**config.mk**
```make
export PLATFORM = sky130hd
export DESIGN_NAME = stream_feeder
export DESIGN_NICKNAME = d
export VERILOG_FILES = /design/src/rtl/stream_feeder.sv
export SDC_FILE = /design/constraint.sdc
export NUM_CORES = 1
export LEC_CHECK = 0
export BUFFER_PORTS_ARGS = -buffer_cell sky130_fd_sc_hd__buf_2
export CORE_UTILIZATION = 55
export DETAILED_ROUTE_END_ITERATION = 6
export GPL_TIMING_DRIVEN = 0
export PLACE_DENSITY = 0.71
export SYNTH_ARGS = -nofsm -noshare
export SYNTH_HDL_FRONTEND = slang
export SYNTH_SLANG_ARGS = --single-unit
```
**constraint.sdc**
```tcl
create_clock -name clk -period 2.7 [get_ports clk]
set_input_delay 0.405 -clock clk [delete_from_list [all_inputs] [get_ports clk]]
set_output_delay 0.405 -clock clk [all_outputs]
set_load 0.005 [all_outputs]
```
**src/rtl/stream_feeder.sv**
```systemverilog
// stream_feeder: FIFO-buffered host byte stream framed as sod/data_out+en_out/eod with post-packet flush (in: clk, rst, s_data, s_valid, s_last; out: s_ready, sod, data_out, en_out, eod, busy; pkt_count only with STREAM_FEEDER_PKTCNT_EN)
module stream_feeder #(
  parameter int FIFO_DEPTH   = 16,
  parameter int FLUSH_CYCLES = 6
) (
  input  logic        clk,
  input  logic        rst,
  input  logic [7:0]  s_data,
  input  logic        s_valid,
  input  logic        s_last,
  output logic        s_ready,
  output logic        sod,
  output logic [7:0]  data_out,
  output logic        en_out,
  output logic        eod,
  output logic        busy
`ifdef STREAM_FEEDER_PKTCNT_EN
  ,
  output logic [15:0] pkt_count
`endif
);
  localparam int AW = $clog2(FIFO_DEPTH);
  localparam int CW = $clog2(FLUSH_CYCLES + 1);
  typedef enum logic [2:0] {IDLE, SOD, DATA, EOD, FLUSH} state_t;
  state_t state, state_d;
  logic [8:0] mem [FIFO_DEPTH];
  logic [AW-1:0] wr_ptr, rd_ptr;
  logic [AW:0] count;
  logic [CW-1:0] fcnt, fcnt_d;
  logic done, done_d, push, pop, empty, fl_end, sod_d, en_d, eod_d;
  logic [7:0] data_d;
  assign empty   = count == '0;
  assign s_ready = count != (AW+1)'(FIFO_DEPTH);
  assign push    = s_valid && s_ready;
  assign fl_end  = fcnt == CW'(FLUSH_CYCLES - 1);
  always_comb begin
    state_d = state;
    fcnt_d  = fcnt;
    pop     = 1'b0;
    sod_d   = 1'b0;
    eod_d   = 1'b0;
    case (state)
      IDLE: begin
        state_d = empty ? IDLE : SOD;
        sod_d   = !empty;
      end
      SOD: begin
        state_d = DATA;
        pop     = !empty;
      end
      DATA: begin
        state_d = done ? EOD : DATA;
        eod_d   = done;
        pop     = !done && !empty;
      end
      EOD: begin
        state_d = FLUSH;
        fcnt_d  = '0;
      end
      FLUSH: begin
        state_d = fl_end ? (empty ? IDLE : SOD) : FLUSH;
        sod_d   = fl_end && !empty;
        fcnt_d  = fl_end ? '0 : fcnt + 1'b1;
      end
      default: state_d = IDLE;
    endcase
    en_d   = pop;
    data_d = pop ? mem[rd_ptr][7:0] : data_out;
    done_d = pop ? mem[rd_ptr][8] : done && !eod_d;
  end
  always_ff @(posedge clk) begin
    if (rst) begin
      state    <= IDLE;
      fcnt     <= '0;
      done     <= 1'b0;
      sod      <= 1'b0;
      en_out   <= 1'b0;
      eod      <= 1'b0;
      busy     <= 1'b0;
      data_out <= '0;
    end else begin
      state    <= state_d;
      fcnt     <= fcnt_d;
      done     <= done_d;
      sod      <= sod_d;
      en_out   <= en_d;
      eod      <= eod_d;
      busy     <= state_d != IDLE;
      data_out <= data_d;
    end
  end
  always_ff @(posedge clk) begin
    if (rst) begin
      wr_ptr <= '0;
      rd_ptr <= '0;
      count  <= '0;
    end else begin
      wr_ptr <= push ? wr_ptr + 1'b1 : wr_ptr;
      rd_ptr <= pop ? rd_ptr + 1'b1 : rd_ptr;
      count  <= count + {{AW{1'b0}}, push} - {{AW{1'b0}}, pop};
    end
  end
  always_ff @(posedge clk) begin
    if (push && !rst) mem[wr_ptr] <= {s_last, s_data};
  end
`ifdef STREAM_FEEDER_PKTCNT_EN
  always_ff @(posedge clk) begin
    if (rst) pkt_count <= '0;
    else if (eod_d) pkt_count <= pkt_count + 16'd1;
  end
`endif
endmodule

```
Word level (Yosys, flattened, before mapping)
Memories as Yosys holds them, arrays and structs flattened. A register that Yosys moved wholly into a read port is not among the register bits.
Index checks and enable logic that the tools add are counted.

storage, ports and cells
  memories kept = 1
  output and inout port bits = 13
  logic and storage cells = 50
  register bits = 32
  RAM bits = 144
  input port bits = 12

memory list
  memory  words  bits a word  read ports  clocked after memory_dff  write ports  RTL line  RTL
  mem     16     9            1           1                         1            26        logic [8:0] mem [FIFO_DEPTH];

operators by class
  equality and inequality tests = 6
  $add $sub $neg = 5
  muxes and demuxes = 14
  reduce and logical (&&, ||, !) cells = 13

operator list
  cell                                                                    number
  3-bit case mux with 5 select lines                                      1
  4-bit by 1-bit adder with 4-bit output (second input constant)          2
  4-bit two-way mux                                                       2
  3-bit by 2-bit equality test with 1-bit output (second input constant)  2
  3-bit equality test (second input constant)                             2
  1-bit two-way mux                                                       6
  3-bit two-way mux                                                       2
  3-bit case mux with 2 select lines                                      1
  5-bit by 1-bit adder with 5-bit output                                  1
  1-bit logical AND                                                       5
  5-bit zero test                                                         1
  5-bit != test (second input constant)                                   1
  5-bit by 1-bit subtractor with 5-bit output                             1
  1-bit zero test                                                         4
  1-bit case mux with 2 select lines                                      2
  3-bit by 1-bit adder with 3-bit output (second input constant)          1
  3-bit by 1-bit equality test with 1-bit output (second input constant)  1
  3-bit zero test                                                         1
  3-bit nonzero test                                                      1
  2-bit nonzero test                                                      1

Logic depth before layout (Yosys ltp)
  depth after elaboration = 6
  mapped depth = 14
  mapped depth without buffers = 13

Worst setup path after synthesis
Ideal clock, no wire load.

  kind = reg-to-reg
  start = register count[3]
  end = register count[4]
  cell stages (with the launch flop) = 14
  clock period less this slack = 2.851 ns
  required time = 2.630 ns
  arrival = 2.781 ns
  buffers on the path = 0
  slack = -0.151 ns
  library setup time = 0.070 ns
  cell sequence = dfxtp_1 -> inv_1 -> ha_1 -> or4b_4 -> o211ai_4 -> inv_2 -> ha_1 -> inv_1 -> ha_1 -> fa_1 -> a21oi_1 -> nor2_1 -> or3_1 -> a21oi_1

on the way
  word-level cells in the longest chain between the ends = 5
  elaborated cells on any way between the ends = 8
  those cells by class = add/sub: 2; eq/ne: 1; mux: 1; reduce/logical: 4

RTL lines
  item                                             RTL line  RTL
  start, declared                                  28        logic [AW:0] count;
  start signal, assigned                           100       count <= count + {{AW{1'b0}}, push} - {{AW{1'b0}}, pop};
  5-bit zero test (*)                              32        assign empty = count == '0;
  1-bit zero test (*)                              49, 54
  1-bit logical AND                                54        pop = !done && !empty;
  1-bit case mux with 2 select lines (*)           42        case (state)
  via en_d                                         30        logic done, done_d, push, pop, empty, fl_end, sod_d, en_d, eod_d;
  5-bit by 1-bit subtractor with 5-bit output (*)  100

The timed path passes the listed nets; every way through them passes the cells marked *.
A chain may end at the register's enable or synchronous reset.

Final worst setup path
Same ends and word-level chain as after synthesis.

==> qor.yml <==
finalCritPeriodShare_pct: 102.3
antenna_left: 0
grt_setup_unrepaired: "true"
cp.arrival_ps: 3110
power_density_mw_per_mm2: 875.0
htreeDepth: 4
p_switching_mw: 1.848
syn_inst: 405
ys_seq_area_share_pct: 69.78
dr.pass1.iters: 4
p_clk_share_pct: 35.4
end_kind: "flop"
syn_nets: 429
criticalPathCategory: "flop to flop"
post_drt_via_cell_ratio: 5.777
critPathLaunch: "count[3]"
r2r-end: "count[4]"
finalMaxSlewViolations: 0
die_w_um: 116.7
hold_viol: 0
die_area_mm2: 0.01361
final_layout_size_suffix_gt1_share_pct: 28.39
crit_end: "count[4]"
ff2ff_setup_slack_ps: -60
hold_slack_ps: 343.8
critPathMaxFanout: 3
start_util_pct: 56.83
tritoncts: "built"
grt_max_degree: 17
most-common-layout-cells: "edfxtp_1, nor2_1, dfxtp_1"
drt_iter0_markers: 390
final_nets: 476
swShare_pct: 25.56
slew_headroom_pct: 23.19
grt_overflow: 0
ir_worst_vdd_mv: 0.5357
internal_power_mw: 5.384
final.setup_skew_ps: 10.04
finalSetupViolCount: 1
yosysUniqueCellTypes: 46
cap_violations: 0
port_buffers: 23
final_common_cell: "edfxtp_1"
stdcell_area_mm2: 0.008265
rows: 41
post-route-drc-count: 0
p_comb_share_pct: 19.2
routed_wirelength_mm: 13.63
syn_avg_cell_area_um2: 17.85
root_buffer: "clkbuf_16"
grt_pass1_vias: 3637
diodes: 0
io_pins: 25
startpoint_type: "flop"
worst_slack_ps: -61.11
grt_first_pass_wirelength_mm: 20.67
routabilityCongestion: 0.7617
cts_made_buffers: 17
grtUsageTotal_pct: 22.18
seqPwrFrac_pct: 45.4
cp.required_ps: 3050
violations: "setup timing"
max_freq_ghz: 0.3622
status: "finished with violations"
dpl.hpwl_mm: 8.635
holdCritPathClass: "primary input to flop"
cts_buffer_depth: 2
synthArstFlopShare_pct: 0
die_y_um: 116.7
synthesis.area_mm2: 0.007229
period_minus_slack_ps: 2761
cts_sinks: 180
dpl_cell_area_mm2: 0.007609
clock_latency_ps: 430
final-instance-count-excl-fill: 637
synth_flop_cell: "edfxtp_1"
rr_startpoint: "count[3]"
placedCellCount: 600
fin_util_pct: 64.97
syn_to_final_growth_pct: 14.33
clk_pin_slew_ps: 70
vias: 3680
p_leak_nw: 2.706
ys_ff_latch: 180
wire_per_inst_um: 21.40
core_area_mm2: 0.01272
antenna_found_initial: 0
yosysWarnings: 0
worst_pin_slew_ps: 1148
r2r_cells: 13
synth-edff-count: 144
cells by family after synthesis:
family | after synthesis | share of synthesized area (%)
and+or+nand+nor | 83 | 6.421
xor gates and xnor gates | 7 | 0.8481
muxes | 53 | 13.72
buffers and inverters | 35 | 2.596
adders and majority gates | 12 | 2.181
DFF | 180 | 69.78
AOI/OAI and AO/OA | 35 | 4.448
worst min-delay path by stage:
stage	from	to	depth (start not counted)
final	s_data[3]	mem[15][3]	1
after global routing	s_data[3]	mem[15][3]	1
after floorplan	rd_ptr[3]	flop	2
after CTS	s_data[3]	mem[15][3]	1
after detailed placement	data_out[4]	data_out[4]	2
after global placement	rd_ptr[3]	rd_ptr[3]	2
sequential cells by signal, indices dropped and copies added (netlist names), named ones only:
| register | flops |
|---|---|
| wr_ptr | 4 |
| busy | 1 |
| state | 3 |
| count | 5 |
| data_out | 8 |
| done | 1 |
| sod | 1 |
| fcnt | 3 |
| rd_ptr | 4 |
| mem | 144 |
| en_out | 1 |
| eod | 1 |
routing by layer:
metal  share of wire [%]  vias to the layer above  global-route usage, %
li1                    -                     1671                      -
met1                  46                     1892                  31.76
met2                  47                      108                  33.10
met3                 5.6                        9                  6.124
met4                 1.0                        0                  7.511
met5                   0                        -                      0
final cells by class:
cell class / instances / area [um^2]
well taps: 172 / 215.2
flip-flops and latches: 180 / 5047
clock buffers: 19 / 432.9
clock inverters: 13 / 178.9
fillers: 902 / 4457
repair buffers: 29 / 160.2
inverters: 15 / 58.81
plain buffers: 19 / 127.6
multi-input cells: 190 / 2044
power by group through the flow:
stage | registers (mW) | logic (mW) | clock network, mW
floorplan | 3.33 | 0.968 | 0
finish | 3.29 | 1.39 | 2.56
global route | 3.30 | 1.54 | 2.69
detailed placement | 3.35 | 1.30 | 0
global placement | 3.34 | 1.25 | 0
CTS | 3.28 | 1.40 | 2.58
synth_stat cells (2+ instances only):
| cell type | count | share of area (%) |
|---|---|---|
| nand3b_1 | 11 | 1.1 |
| a31oi_1 | 2 | 0.17 |
| nor4b_1 | 2 | 0.24 |
| xor2_1 | 3 | 0.36 |
| and2_1 | 2 | 0.17 |
| buf_2 | 2 | 0.14 |
| ha_1 | 11 | 1.9 |
| edfxtp_1 | 144 | 60 |
| inv_1 | 14 | 0.73 |
| clkbuf_1 | 8 | 0.42 |
| mux4_2 | 33 | 10 |
| nand2_1 | 12 | 0.62 |
| mux4_1 | 3 | 1.1 |
| o221ai_2 | 8 | 1.7 |
| nor2_1 | 35 | 1.8 |
| a21oi_1 | 9 | 0.62 |
| mux2i_1 | 17 | 2.4 |
| xnor2_1 | 4 | 0.48 |
| buf_6 | 5 | 0.78 |
| nor2b_1 | 2 | 0.17 |
| o21ai_0 | 7 | 0.48 |
| nand3_1 | 3 | 0.21 |
| buf_4 | 4 | 0.42 |
| or3_1 | 5 | 0.43 |
| and3_1 | 2 | 0.17 |
| dfxtp_1 | 36 | 10 |
| nand4bb_1 | 2 | 0.31 |
timing repair:
item	in CTS	in global routing
setup buffers	6	0
setup endpoints to repair	1	1
pin swaps	4	1
gates resized for setup	1	0
hold buffers	0	0
worst max-delay path, stage by stage, from the launching register on:
cell and delay (ps):
dfxtp_2 330, inv_2 80, ha_4 140, or4b_4 500
o211ai_4 120, inv_4 70, ha_4 260, inv_2 30
ha_4 150, fa_2 350, a21oi_2 120, nor2_1 60
or3_1 360, a21oi_2 140
metrics by stage:
| step | setup WS [ps] | TNS (ps) | total power [mW] |
|---|---|---|---|
| 4_1_cts | -71.54 | -71.54 | 7.263 |
| 3_5_place_dp | -252.6 | -252.6 | 4.642 |
| 2_1_floorplan | -41.43 | -41.43 | 4.295 |
| 3_3_place_gp | -189.6 | -189.6 | 4.588 |
| 6_report | -61.11 | -61.11 | 7.232 |
| 5_1_grt | -165.6 | -165.6 | 7.536 |
(Power assumes the default switching activity.)
